<file path="config.mk">
export PLATFORM = sky130hd
export DESIGN_NAME = shift_seq
export DESIGN_NICKNAME = d
export VERILOG_FILES = /design/src/rtl/shift_seq_pkg.sv /design/src/rtl/shift_step.sv /design/src/rtl/shift_seq.sv
export SDC_FILE = /design/constraint.sdc
export NUM_CORES = 1
export LEC_CHECK = 0
export ABC_AREA = 1
export ABC_CLOCK_PERIOD_IN_PS = 4970
export CORE_MARGIN = 4
export CORE_UTILIZATION = 50
export DETAILED_ROUTE_END_ITERATION = 6
export PLACE_DENSITY = 0.88
export SYNTH_ARGS = -nofsm -noshare
export SYNTH_HDL_FRONTEND = slang
export SYNTH_SLANG_ARGS = --single-unit
</file>
<file path="constraint.sdc">
create_clock -name clk -period 4.97 [get_ports clk]
set_input_delay 1.2425 -clock clk [delete_from_list [all_inputs] [get_ports clk]]
set_output_delay 1.2425 -clock clk [all_outputs]
set_load 0.01 [all_outputs]
</file>
<file path="src/rtl/shift_seq_pkg.sv">
// Shared types for the multi-cycle shifter.
// Mode encodings, FSM states and data width.
package shift_seq_pkg;

    localparam int DATA_W = 32;

    typedef enum logic [1:0] {
        MODE_SRL = 2'b00,
        MODE_SLL = 2'b01,
        MODE_SRA = 2'b10,
        MODE_INV = 2'b11
    } mode_e;

    typedef enum logic [1:0] {
        S_IDLE  = 2'b00,
        S_SHIFT = 2'b01,
        S_DONE  = 2'b10
    } state_e;

endpackage

</file>
<file path="src/rtl/shift_step.sv">
// One combinational shift step of fixed distance SI.
// Invalid mode passes the operand through unchanged.
module shift_step
    import shift_seq_pkg::*;
#(
    parameter int SI = 1
) (
    input  logic [DATA_W-1:0] a,
    input  logic [1:0]        mode,
    output logic [DATA_W-1:0] b
);

    // select the shift flavour for this step
    always_comb begin
        b = a;
        unique case (mode)
            MODE_SRL: b = a >> SI;
            MODE_SLL: b = a << SI;
            MODE_SRA: b = $signed(a) >>> SI;
            default:  b = a;
        endcase
    end

endmodule

</file>
<file path="src/rtl/shift_seq.sv">
// Multi-cycle barrel-free shifter: coarse steps of
// BIG_STEP, then single-bit steps, one per clock.
module shift_seq
    import shift_seq_pkg::*;
#(
    parameter int BIG_STEP = 4
) (
    input  logic              clk,
    input  logic              rst,
    input  logic              start,
    input  logic [DATA_W-1:0] a,
    input  logic [4:0]        shamt,
    input  logic [1:0]        mode,
    output logic [DATA_W-1:0] b,
    output logic              busy,
    output logic              done
);

    localparam logic [4:0] BIG = 5'(BIG_STEP);

    state_e            state_q, state_d;
    logic [DATA_W-1:0] b_q, b_d;
    logic [4:0]        rem_q, rem_d;
    mode_e             mode_q, mode_d;

    logic [DATA_W-1:0] big_b;
    logic [DATA_W-1:0] one_b;
    logic              use_big;

    shift_step #(.SI(BIG_STEP)) u_big (
        .a    (b_q),
        .mode (mode_q),
        .b    (big_b)
    );

    shift_step #(.SI(1)) u_one (
        .a    (b_q),
        .mode (mode_q),
        .b    (one_b)
    );

    assign use_big = (rem_q >= BIG);

    // next-state, operand capture and per-step update
    always_comb begin
        state_d = state_q;
        b_d     = b_q;
        rem_d   = rem_q;
        mode_d  = mode_q;
        unique case (state_q)
            S_IDLE: begin
                if (start) begin
                    mode_d = mode_e'(mode);
                    rem_d  = shamt;
                    b_d    = (mode == MODE_INV) ? '0 : a;
                    if (shamt == 5'd0 || mode == MODE_INV)
                        state_d = S_DONE;
                    else
                        state_d = S_SHIFT;
                end
            end
            S_SHIFT: begin
                b_d   = use_big ? big_b : one_b;
                rem_d = rem_q - (use_big ? BIG : 5'd1);
                if (rem_d == 5'd0)
                    state_d = S_DONE;
            end
            S_DONE: begin
                state_d = S_IDLE;
            end
            default: begin
                state_d = S_IDLE;
            end
        endcase
    end

    // state, result and remaining-count registers
    always_ff @(posedge clk or posedge rst) begin
        if (rst) begin
            state_q <= S_IDLE;
            b_q     <= '0;
            rem_q   <= '0;
            mode_q  <= MODE_SRL;
        end else begin
            state_q <= state_d;
            b_q     <= b_d;
            rem_q   <= rem_d;
            mode_q  <= mode_d;
        end
    end

    assign b    = b_q;
    assign busy = (state_q != S_IDLE);
    assign done = (state_q == S_DONE);

endmodule

</file>
==> out/results.tsv <==
stage	metric	value	unit
run_status	status	finished, final reports clean	
grt	vias in the first global route	3056	
clock_tree	CTS Buf Count	5	
die	initial core utilization	51.65	%
timing	skew final	6.567	ps
grt	gr busiest metal	met2	
power	Psw	1.520	mW
flow_run	max_cap viols	0	
routing	Post-DRT Antenna Nets	0	
logic_synthesis	predominant post-synthesis flop cell	dfrtp_1	
timing	period utilization	59.73	%
logic_synthesis	Mean Syn Cell Area	6.771	um^2
routing	routed via count	3262	
logic_synthesis	asr flop ratio synth	100.0	%
grt	global-route wire length before repair	14300	um
routing	WL per Instance	15.11	um
grt	initial antenna violation count	0	
logic_synthesis	top-area cell type share of the netlist area	36.08	%
clock_tree	TritonCTS clock tree	done	
timing	TNS Setup	0	ps
placement	port buffer count	75	
power	total power	2.985	mW
routing	# DRC	0	
critical_path	CP Launch Type	input pin	
placement	dpl ws	1706	ps
critical_path	WP data required	5180	ps
finish	most frequent cells in the layout	nand3_1, nand2_1, clkdlybuf4s50_1, nor2_1, dfrtp_1	
critical_path	RR Startpoint	rem_q[3]	
worst_hold_path	hold path depth	1	
die	die area	6959	um^2
critical_path	CP max FO	34	
power	P_leak	1.629	nW
logic_synthesis	Syn Nets	467	
grt	Congestion Overflow GR	0	
logic_synthesis	Post-synth EDFFs	0	
grt	grt met1 use	32.42	%
die	I/O pins	76	
routing	DR vias/cell	5.920	
worst_hold_path	HP Class	flip-flop to flip-flop	
power	Sequential Power Share	24.1	%
clock_tree	root buf cell	clkbuf_8	
critical_path	crit end category	flip-flop	
finish	fillers	503	
critical_path	critical path class	input pin to flip-flop	
power	switch share	50.91	%
finish	sequential cell area	1026	um^2
die	height of the die	83.42	um
timing	Least-Margin Pin Slew	1123	ps
clock_tree	Post-CTS Hold Buffers	0	
routing	routed wire length	8324	um
critical_path	Critical R2R Capture	state_q[0]	
logic_synthesis	Seq/Total Area, Yosys	36.08	%
critical_path	Bufs and invs on worst path	3	
timing	min cycle time layout	2968	ps
clock_tree	clock buffer depth	2	
finish	diodes inserted	0	
placement	Final HPWL DP	5864	um
timing	fmax	336.9	MHz
clock_tree	post-cts sizing count	0	
critical_path	CP max stage delay	530	ps
routing	Pre-antenna DRT Iters	5	
timing	Final WS setup	2002	ps
timing	setup violators final	0	
critical_path	Critical Path AT	3180	ps
die	Die X	83.42	um
critical_path	Slowest cell on crit path	a21oi_4	
power	P per Cell Area	817.1	nW/um^2
clock_tree	H-Tree Depth	2	
timing	Final Max Tran Viols	0	
placement	DP Area	3567	um^2
timing	Rel. slew slack	24.93	%
grt	GR Util All Layers	24.35	%
logic_synthesis	area leader, netlist	dfrtp_1	
finish	post-route design area	3654	um^2
finish	Layout Nets	526	
finish	fraction of final layout cells sized beyond drive strength 1	3.758	%
finish	Area Growth Syn to Fin	28.46	%
critical_path	Worst R2R Setup Slack	2290	ps
power	Clock power frac	7.5	%
clock_tree	Clock Pin Slew Worst Setup and Hold Paths	70	ps
logic_synthesis	YS warnings	0	
finish	Multi-input gate area	1558	um^2
timing	RSZ-0062 raised after global routing	false	
finish	most common cell after layout, fill and taps aside	nand3_1	
die	row count	27	
logic_synthesis	Mapped Cells	420	
critical_path	Levels on crit path	8	
clock_tree	clk_lat worst skew	300	ps
critical_path	crit-path cells	clkdlybuf4s50_1, nor2_2, inv_2, nand2_2, a21oi_4, buf_4, nor2_1, a31oi_1	
logic_synthesis	Synth area leaders	dfrtp_1, nand3_1, nand2_1	
timing	Final Hold Fails	0	
critical_path	worst r2r path cells	14	
logic_synthesis	Post-Syn Area	2844	um^2
power	cell internal pwr	1.465	mW
power	Combinational Power Share	68.4	%
grt	largest net degree at the start of global routing	42	
die	core area	5507	um^2
routing	initial DRC count	413	
grt	met2 Usage GRT	39.94	%
power	peak supply drop	369.4	uV
grt	met3 Usage GRT	4.464	%
placement	GPL Wtd Cong	0.9099	
logic_synthesis	Netlist cell types	25	
critical_path	Worst path top cell family by delay	buffers and inverters	
critical_path	Worst Setup SP	start	
clock_tree	Sink Count	41	
clock_tree	# Post-CTS Setup Buffers	0	
critical_path	crit path capture	b[20]	
logic_synthesis	flops & latches, synth	41	
-- kinds of logic after synthesis --
group | after synthesis | share of synthesized area, %
adders and majority gates | 5 | 2.200
DFF | 41 | 36.08
buffers and inverters | 57 | 9.151
AOI/OAI and AO/OA | 54 | 12.05
and+or+nand+nor | 263 | 40.52
-- sequential cells by signal, summed over array words and instances, names as in the netlist --
signal / cells
rem_q: 5
state_q: 2
mode_q: 2
b: 32
-- worst reg2reg max path: stages, from the launching register on --
cell      delay, ps
dfrtp_1         390
nor2_1           90
nand2_1         720
clkinv_1        260
ha_1            380
inv_1           100
nand2_1          60
nand2_1          90
nor2_1           50
nor2_1          100
nand2_1          60
nor2_1          100
nand3_1          90
nand2_1          70
inv_1            30
-- area by class of cell --
type / count / share of cell area [%]
Multi-Input combinational cell: 322 / 42.64
Timing Repair Buffer: 79 / 21.37
Tap cell: 72 / 2.466
Clock buffer: 7 / 2.363
Inverter: 30 / 3.082
Sequential cell: 41 / 28.08
-- how the worst min path moves through the flow --
stage          startpoint         end  slack (ps)
6_report       state_q[1]  state_q[1]         480
4_1_cts        state_q[1]  state_q[1]         480
3_3_place_gp   state_q[1]  state_q[1]         460
2_1_floorplan  state_q[1]  state_q[1]         440
5_1_grt        state_q[1]  state_q[1]         490
3_5_place_dp   state_q[1]  state_q[1]         470
-- synth_stat cells (all sizes together) (3+ instances only) --
master	n
a31oi	29
a21oi	9
dfrtp	41
nor2	50
nand3	115
buf	20
nand2	92
o21ai	8
inv	29
o211ai	4
ha	5
clkbuf	7
nor3	3
-- layer usage --
layer,part of all wire (%),up-vias,routed length [um]
met4,1.7,0,140
li1,-,1555,-
met5,0,-,0
met2,47,173,3920
met3,8.1,20,671
met1,43,1514,3591
-- metrics by stage --
step                      hold slack [ps]  std cells  util, %
final                               480.6        551    66.35
after global routing                494.9        551    66.35
after CTS                           483.3        551    66.35
after detailed placement            473.1        544    64.78
after global placement              461.0        544    64.78
after floorplan                     443.5        420        -
-- power groups by stage --
stage / logic [mW] / clock network [mW] / registers [mW]
2_1_floorplan: 1.46 / 0 / 0.731
4_1_cts: 2.03 / 0.229 / 0.713
3_5_place_dp: 2.02 / 0 / 0.717
5_1_grt: 2.30 / 0.242 / 0.739
3_3_place_gp: 1.94 / 0 / 0.714
6_report: 2.04 / 0.225 / 0.719
No activity file was read; power rests on OpenSTA's default activity.
